File: src/rtl/stream_prefetch_pkg.sv
// Shared types for the stream prefetcher DMA responder: entry lifecycle,
// issue FSM states and the per-entry bookkeeping record.
package stream_prefetch_pkg;

    typedef enum logic [1:0] {
        EntFree     = 2'd0,
        EntAlloc    = 2'd1,
        EntInflight = 2'd2,
        EntValid    = 2'd3
    } entry_state_e;

    typedef enum logic [1:0] {
        StIdle = 2'd0,
        StReq  = 2'd1,
        StWait = 2'd2
    } issue_state_e;

    // Kill marks an entry whose read must be discarded when its data returns.
    typedef struct packed {
        entry_state_e state;
        logic         kill;
    } entry_meta_t;

    localparam entry_meta_t EntryReset = '{state: EntFree, kill: 1'b0};

endpackage

File: src/rtl/prefetch_entry_cam.sv
// Parallel address compare over the fill buffer plus lowest-index selection
// of a FREE entry (for allocation) and an ALLOC entry (for issue).
module prefetch_entry_cam
    import stream_prefetch_pkg::*;
#(
    parameter int unsigned addr_width_p = 32,
    parameter int unsigned els_p        = 4,
    localparam int unsigned idx_width_lp = $clog2(els_p)
) (
    input  entry_meta_t             meta [els_p],
    input  logic [addr_width_p-1:0] addr [els_p],
    input  logic [addr_width_p-1:0] req_addr,
    input  logic                    lookup_v,
    input  logic [addr_width_p-1:0] lookup_addr,
    output logic [els_p-1:0]        lookup_match,
    output logic                    req_dup,
    output logic                    free_any,
    output logic [idx_width_lp-1:0] free_idx,
    output logic                    alloc_any,
    output logic [idx_width_lp-1:0] alloc_idx
);

    always_comb begin
        lookup_match = '0;
        req_dup      = 1'b0;
        free_any     = 1'b0;
        free_idx     = '0;
        alloc_any    = 1'b0;
        alloc_idx    = '0;
        // Walk high to low so the last hit left standing is the lowest index.
        for (int i = int'(els_p) - 1; i >= 0; i--) begin
            if (meta[i].state == EntFree) begin
                free_any = 1'b1;
                free_idx = idx_width_lp'(i);
            end else begin
                if (addr[i] == lookup_addr) begin
                    lookup_match[i] = 1'b1;
                end
                if (addr[i] == req_addr) begin
                    req_dup = 1'b1;
                end
            end
            // An ALLOC entry being cancelled by a lookup this cycle must not be issued.
            if (meta[i].state == EntAlloc && !(lookup_v && addr[i] == lookup_addr)) begin
                alloc_any = 1'b1;
                alloc_idx = idx_width_lp'(i);
            end
        end
    end

endmodule

File: src/rtl/prefetch_dma_responder.sv
// Responder end of the prefetch DMA path: allocates fill-buffer entries for
// prefetch requests, issues one memory read at a time and answers lookups.
module prefetch_dma_responder
    import stream_prefetch_pkg::*;
#(
    parameter int unsigned addr_width_p = 32,
    parameter int unsigned data_width_p = 32,
    parameter int unsigned els_p        = 4
) (
    input  logic                    clk_i,
    input  logic                    reset_i,
    input  logic                    pf_req_v_i,
    input  logic [addr_width_p-1:0] pf_req_addr_i,
    output logic                    pf_req_ready_o,
    output logic                    dma_req_v_o,
    output logic [addr_width_p-1:0] dma_req_addr_o,
    input  logic                    dma_req_yumi_i,
    input  logic                    dma_data_v_i,
    input  logic [data_width_p-1:0] dma_data_i,
    output logic                    dma_data_ready_o,
    input  logic                    lookup_v_i,
    input  logic [addr_width_p-1:0] lookup_addr_i,
    output logic                    lookup_v_o,
    output logic                    lookup_hit_o,
    output logic [data_width_p-1:0] lookup_data_o
);

    localparam int unsigned idx_width_lp = $clog2(els_p);

    entry_meta_t             meta_q [els_p];
    entry_meta_t             meta_d [els_p];
    logic [addr_width_p-1:0] addr_q [els_p];
    logic [addr_width_p-1:0] addr_d [els_p];
    logic [data_width_p-1:0] data_q [els_p];
    logic [data_width_p-1:0] data_d [els_p];

    issue_state_e            state_q, state_d;
    logic [idx_width_lp-1:0] sel_q, sel_d;

    logic                    lookup_v_q;
    logic                    lookup_hit_q, lookup_hit_d;
    logic [data_width_p-1:0] lookup_data_q, lookup_data_d;

    logic [els_p-1:0]        lookup_match;
    logic                    req_dup;
    logic                    free_any;
    logic [idx_width_lp-1:0] free_idx;
    logic                    alloc_any;
    logic [idx_width_lp-1:0] alloc_idx;

    prefetch_entry_cam #(
        .addr_width_p(addr_width_p),
        .els_p       (els_p)
    ) u_cam (
        .meta        (meta_q),
        .addr        (addr_q),
        .req_addr    (pf_req_addr_i),
        .lookup_v    (lookup_v_i),
        .lookup_addr (lookup_addr_i),
        .lookup_match(lookup_match),
        .req_dup     (req_dup),
        .free_any    (free_any),
        .free_idx    (free_idx),
        .alloc_any   (alloc_any),
        .alloc_idx   (alloc_idx)
    );

    assign pf_req_ready_o   = free_any;
    assign dma_req_v_o      = (state_q == StReq);
    assign dma_req_addr_o   = (state_q == StReq) ? addr_q[sel_q] : '0;
    assign dma_data_ready_o = (state_q == StWait);

    always_comb begin
        meta_d        = meta_q;
        addr_d        = addr_q;
        data_d        = data_q;
        state_d       = state_q;
        sel_d         = sel_q;
        lookup_hit_d  = 1'b0;
        lookup_data_d = '0;

        // Request path sees only registered state, so a slot freed this cycle waits.
        if (pf_req_v_i && free_any && !req_dup) begin
            meta_d[free_idx] = '{state: EntAlloc, kill: 1'b0};
            addr_d[free_idx] = pf_req_addr_i;
        end

        if (lookup_v_i) begin
            for (int i = 0; i < int'(els_p); i++) begin
                if (lookup_match[i]) begin
                    case (meta_q[i].state)
                        EntValid: begin
                            lookup_hit_d    = 1'b1;
                            lookup_data_d   = data_q[i];
                            meta_d[i].state = EntFree;
                        end
                        EntAlloc: begin
                            // The entry already presented to memory must see its read through.
                            if (state_q == StReq && sel_q == idx_width_lp'(i)) begin
                                meta_d[i].kill = 1'b1;
                            end else begin
                                meta_d[i].state = EntFree;
                            end
                        end
                        EntInflight: meta_d[i].kill = 1'b1;
                        default: ;
                    endcase
                end
            end
        end

        case (state_q)
            StIdle: begin
                if (alloc_any) begin
                    sel_d   = alloc_idx;
                    state_d = StReq;
                end
            end
            StReq: begin
                if (dma_req_yumi_i) begin
                    meta_d[sel_q].state = EntInflight;
                    state_d             = StWait;
                end
            end
            StWait: begin
                if (dma_data_v_i) begin
                    if (meta_d[sel_q].kill) begin
                        meta_d[sel_q] = EntryReset;
                    end else begin
                        meta_d[sel_q].state = EntValid;
                        data_d[sel_q]       = dma_data_i;
                    end
                    state_d = StIdle;
                end
            end
            default: state_d = StIdle;
        endcase
    end

    always_ff @(posedge clk_i) begin
        if (reset_i) begin
            for (int i = 0; i < int'(els_p); i++) begin
                meta_q[i] <= EntryReset;
                addr_q[i] <= '0;
                data_q[i] <= '0;
            end
            state_q       <= StIdle;
            sel_q         <= '0;
            lookup_v_q    <= 1'b0;
            lookup_hit_q  <= 1'b0;
            lookup_data_q <= '0;
        end else begin
            meta_q        <= meta_d;
            addr_q        <= addr_d;
            data_q        <= data_d;
            state_q       <= state_d;
            sel_q         <= sel_d;
            lookup_v_q    <= lookup_v_i;
            lookup_hit_q  <= lookup_hit_d;
            lookup_data_q <= lookup_data_d;
        end
    end

    assign lookup_v_o    = lookup_v_q;
    assign lookup_hit_o  = lookup_hit_q;
    assign lookup_data_o = lookup_data_q;

endmodule
File: config.mk
export PLATFORM = sky130hd
export DESIGN_NAME = prefetch_dma_responder
export DESIGN_NICKNAME = d
export VERILOG_FILES = /design/src/rtl/stream_prefetch_pkg.sv /design/src/rtl/prefetch_entry_cam.sv /design/src/rtl/prefetch_dma_responder.sv
export SDC_FILE = /design/constraint.sdc
export NUM_CORES = 1
export LEC_CHECK = 0
export CAP_MARGIN = 0
export CORE_MARGIN = 2
export CORE_UTILIZATION = 54
export DETAILED_ROUTE_END_ITERATION = 6
export PLACE_DENSITY = 0.76
export SYNTH_ARGS = -nofsm -noshare
export SYNTH_HDL_FRONTEND = slang
export SYNTH_SLANG_ARGS = --single-unit
File: constraint.sdc
create_clock -name clk_i -period 3.2 [get_ports clk_i]
set_input_delay 0.48 -clock clk_i [delete_from_list [all_inputs] [get_ports clk_i]]
set_output_delay 0.48 -clock clk_i [all_outputs]
set_load 0.01 [all_outputs]
Word level (Yosys, flattened, before mapping)
Index checks and enable logic that the tools add are counted.
{ "totals": {"regBits": 306, "input_bits": 102, "output_inout_bits": 69, "elab_cells": 192} }
{ "classes": {"n_lt_le_gt_ge": 4, "eq_ne": 28, "mux": 99, "bitwise_logic": 9, "reduce_logical": 31} }
{ "ops": {"columns": ["cell", "n"], "rows": [
  ["$mux 32", 13],
  ["$bwmux 128", 2],
  ["$eq 32x32->1", 8],
  ["$demux 32 s2", 2],
  ["$bmux 32 s2", 1],
  ["$mux 12", 5],
  ["$mux 1", 38],
  ["$mux 2", 15],
  ["$bwmux 12", 2],
  ["$pmux 12 s2", 1],
  ["$eq 2x2->1 const B", 11],
  ["$mux 3", 7],
  ["$demux 3 s2", 3],
  ["$logic_and 1x1->1", 16],
  ["$pmux 2 s2", 4],
  ["$and 12x12->12", 1],
  ["$eq 2x1->1 const B", 6],
  ["$logic_not 2->1", 6],
  ["$not 12->12", 1],
  ["$and 8x8->8", 1],
  ["$not 8->8", 1],
  ["$pmux 1 s2", 4],
  ["$bmux 3 s2", 1],
  ["$ge 3x3->1 const B", 2],
  ["11 further kinds", 20]
]} }

Logic depth before layout (Yosys ltp)
{ "depth": {"word_depth": 23, "mapped_depth": 13, "depth_no_buf": 8} }

Cells and area by module
A second synthesis with hierarchy kept.
{ "unflattened": {"hier_cells": 1830, "hier_area_um2": 16639.7} }
{ "modules_own_cells": {"columns": ["module", "instances", "cells_each", "area_each_um2", "seq_area_each_um2"], "rows": [
  ["prefetch_dma_responder", 1, 1420, 13372.8, 6125.9],
  ["prefetch_entry_cam", 1, 410, 3266.9, 0.0]
]} }

Worst setup path after synthesis
No wires, ideal clock.
{ "synth_path": {"path_kind": "input -> register", "start": "input port lookup_addr_i[29]", "end": "register data_q[75] in the netlist's numbering", "setup_time_ns": 0.072, "arrival_time_ns": 2.753, "t_required_ns": 3.128, "path_slack_ns": 0.376, "stages": 11, "n_path_buf": 3, "cell_sequence": "clkbuf_1 -> xnor2_1 -> nand4_1 -> nor4_2 -> nand4_1 -> or2_1 -> o31a_1 -> a211oi_2 -> buf_4 -> buf_6 -> mux2i_1"} }
{ "synth_between": {"elab_chain_cells": 10, "word_cells_on_any_way": 22, "classes_between": "4 x eq/ne; 16 x mux; 1 x bitwise; 1 x reduce/logical"} }
{ "synth_lines": {"columns": ["element", "line", "text"], "rows": [
  ["from (decl)", "prefetch_dma_responder.sv:22", "input logic [addr_width_p-1:0] lookup_addr_i,"],
  ["$eq 32x32->1", "prefetch_entry_cam.sv:36", "if (addr[i] == lookup_addr) begin"],
  ["$mux 1", "prefetch_entry_cam.sv:36", null],
  ["$mux 1", "prefetch_entry_cam.sv:32", "if (meta[i].state == EntFree) begin"],
  ["$mux 3", "prefetch_dma_responder.sv:90", "if (lookup_match[i]) begin"],
  ["$mux 12 *", "prefetch_dma_responder.sv:88", "if (lookup_v_i) begin"],
  ["$bmux 3 s2 *", "prefetch_dma_responder.sv:127", "if (meta_d[sel_q].kill) begin"],
  ["$mux 1 (implied by the code) * (2 in series)", "prefetch_dma_responder.sv:127", null],
  ["$not 1->1 (no line) *", null, null],
  ["$reduce_and 3->1 (no line) *", null, null],
  ["to (signal assigned)", "prefetch_dma_responder.sv:155", "data_q <= data_d;"],
  ["to (decl)", "prefetch_dma_responder.sv:34", "logic [data_width_p-1:0] data_q [els_p];"]
]} }
Every way passes the cells marked *; elsewhere a longest branch is shown, timed or not. The select of a mux whose other input is x is not followed.
A chain may end at the register's enable or synchronous reset.

Worst setup path in the final report
{ "layout_path": {"start": "input port lookup_addr_i[2]", "end": "register data_q[56] in the netlist's numbering"} }
Same word-level chain as after synthesis.

==> metrics.md <==
| Metric | Value |
|---|---|
| Outcome | `finished with violations` |
| Failing checks | `setup timing` |
| Max VDD drop | `369 uV` |
| Crit-path slowest cell | `or4_1` |
| Yosys warnings | `0` |
| # DRC | `0` |
| Synth Net Count | `1942` |
| Netlist cell types | `54` |
| Longest Clk Path Bufs | `3` |
| Core area | `30400 sq um` |
| Min-delay worst type | `in2reg` |
| Vias/cell | `5.74` |
| Worst r2r path cells | `10` |
| FFs w/ async S/R, synth | `0` |
| Final Max Tran Viols | `0` |
| Row cnt | `64` |
| CP Data Arrival Time | `3650 ps` |
| Met2 routed WL | `27600 um` |
| Power Total | `11.1 mW` |
| Mean Syn Cell Area | `9.13 sq um` |
| Setup violations, final | `2` |
| Clk_skew | `24.7 ps` |
| Die area | `32200 sq um` |
| CP most frequent cell | `buf_4` |
| Data required, critical path | `3630 ps` |
| DR top layer | `met4` |
| DR iter-0 viols | `1044` |
| Crit path kind | `in2reg` |
| Final hold viol count | `0` |
| Synthesis-to-finish area growth | `28.6%` |
| Number of flops mapped to enable cells by yosys | `0` |
| Number of global-route vias before repair | `14400` |
| H-Tree Depth | `2` |
| Total wire length | `55800 um` |
| Fmax | `0.311 GHz` |
| Via count | `14400` |
| Simple-Gate Fraction of Synth Area | `0.159` |
| Largest family of logic cells by synthesized area | `multiplexers` |
| Post-route setup slack | `-20.6 ps` |
| Clock sink count | `306` |
| IO Port Bufs | `170` |
| Initial core utilization | `0.546` |
| Worst Setup End Kind | `register` |
| R2R Setup Slk | `150 ps` |
| Tot GR Track Use | `0.340` |
| Die W | `179 um` |
| Fin crit period | `3220 ps` |
| Commonest cells post-synth | `dfxtp_1, mux2i_1, nand2_1` |
| Initial antenna violation count | `0` |
| Pleak | `8.84 nW` |
| Min Hold Slack | `287 ps` |
| Synthesized instance count | `1821` |
| Max_slew headroom | `0.445` |
| Crit share post-route | `1.01` |
| IO Pins | `171` |
| Largest stage delay, worst path | `590 ps` |
| Global-route wire length before repair | `86000 um` |
| Filler cell count | `2418` |
| Util after Layout | `0.702` |
| Clock Tree Root | `clkbuf_16` |
| Largest net degree at the start of global routing | `74` |
| Worst Tran Pin Value | `832 ps` |
| Crit-path cells | `clkdlybuf4s50_1 -> buf_4 -> xnor2_1 -> buf_4 -> nand4_1 -> nor4_2 -> nand3_1 -> or4_1 -> nand4b_1 -> a31o_2 -> buf_12 -> mux2i_1` |
| Yosys top cell area share | `0.369` |
| Nets@finish | `2215` |
| Post-place setup slack | `-654 ps` |
| Max-Cap Viols | `0` |
| Synth Area in Adders | `0.0143` |
| Post-DRT Antenna Nets | `0` |
| Mux contribution to synthesized area | `0.217` |
| P per Cell Area | `521 nW/um^2` |
| Most frequent cell after synthesis | `dfxtp_1` |
| TritonCTS clock tree | `yes` |
| Diode count | `0` |
| M1 WL | `22300 um` |
| CP Max Fanout | `18` |
| Die H | `179 um` |
| Post-synthesis xor/xnor area fraction | `0.135` |
| Grt ovf | `0` |
| Largest cells by area after synthesis | `dfxtp_1, mux2i_1, xnor2_1` |
| Post-DP HPWL | `41800 um` |
| Most frequently used flop master after synthesis | `dfxtp_1` |
| DR WL/cell | `22.2 um` |
| Hold Path Depth | `2` |
| Critical Path Start Type | `primary input` |
| Synth Area in Compound Gates | `0.0482` |
| Post-synth top area cell | `dfxtp_1` |
| DRT Pass-1 Iters | `5` |
| Met3 WL | `2960 um` |
| Layout cell share with drive strength beyond 1 | `0.162` |
| Synth Cell Area | `16600 sq um` |
| Placer Congestion | `1.02` |
| Clock slew at reported path FFs | `60 ps` |
| Sequential area share after synthesis | `0.369` |
| Seq cells post-synth | `306` |
| Worst-skew pair later-pin latency | `530 ps` |
| Num CTS Buffers | `35` |
[cells by family (layout without fill, tap and decap cells)]
family	count (synthesis)	after routing
multiplexers	320	320
AO/OA/AOI/OAI	132	132
XOR/XNOR	256	256
flip-flops	306	306
buffers and inverters	213	513
adder cells (fa/ha/maj)	19	19
AND/OR/NAND/NOR	575	575
[per-layer routing]
layer / vias up / global-route usage
met5: - / 0
met4: 0 / 0.161
met3: 145 / 0.0464
met2: 556 / 0.593
met1: 7019 / 0.415
li1: 6722 / -
[final cells by class]
cell class	count	area, sq um	share of cell area
Timing Repair Buffer	399	3750	0.176
Multi-Input combinational cell	1302	9610	0.450
Sequential cell	306	6130	0.287
Tap cell	396	495	0.0232
Clock buffer	48	1020	0.0475
Inverter	50	190	0.00890
Clock inverter	16	179	0.00837
[through the flow]
stage	TNS (ps)	cells	instance area (sq um)
after floorplan	0	1821	16600
after global placement	-97060	2450	20000
after detailed placement	-101650	2450	20000
after CTS	0	2514	21300
after global routing	-14.5	2517	21400
final	-25.8	2517	21400
[timing repair]
item,in CTS,in global routing
hold buffers,0,0
endpoints found under the setup margin,33,64
gates cloned,0,2
gates resized for setup,2,11
setup buffers,0,1
pin swaps,0,1
endpoints found under the hold margin,0,0
[power breakdown]
part           total, mW  switching (mW)  internal, mW
registers           4.24           0.243          4.00
clock network       4.15            1.67          2.48
logic               2.73            1.47          1.27
total               11.1            3.38          7.75
[worst max-delay path, delay by kind of cell]
family / cells / cell delay, ps
xor+xnor: 1 / 260
buf+inv: 4 / 1000
mux: 1 / 230
compound gates: 1 / 190
simple gates: 5 / 1480
[registers in the layout (all words and copies together) (netlist names)]
name and count:
sel_q 2, addr_q 128, data_q 128, state_q 2, lookup_v_o 1, meta_q 12, lookup_hit_o 1, lookup_data_o 32
[cells in the final DEF, fill, tap and decap left out, drive strengths merged, types with 52 or more instances in the layout]
master,netlist,final
clkdlybuf4s50,0,169
nand4,52,52
nor2,145,145
xnor2,177,177
dfxtp,306,306
nand2,224,224
xor2,79,79
o21ai,72,72
mux2i,288,288
buf,77,228
inv,50,52
[worst paths after layout]
| kind | from | end |
|---|---|---|
| setup / recovery | lookup_addr_i[2] | data_q[56]$_SDFFE_PP0P_ |
| hold / removal | reset_i | lookup_v_o$_SDFF_PP0_ |
| setup reg to reg | addr_q[34]$_SDFFE_PP0P_ | data_q[56]$_SDFFE_PP0P_ |
| hold reg to reg | data_q[96]$_SDFFE_PP0P_ | data_q[96]$_SDFFE_PP0P_ |
Power figures use the tool's default switching activity.
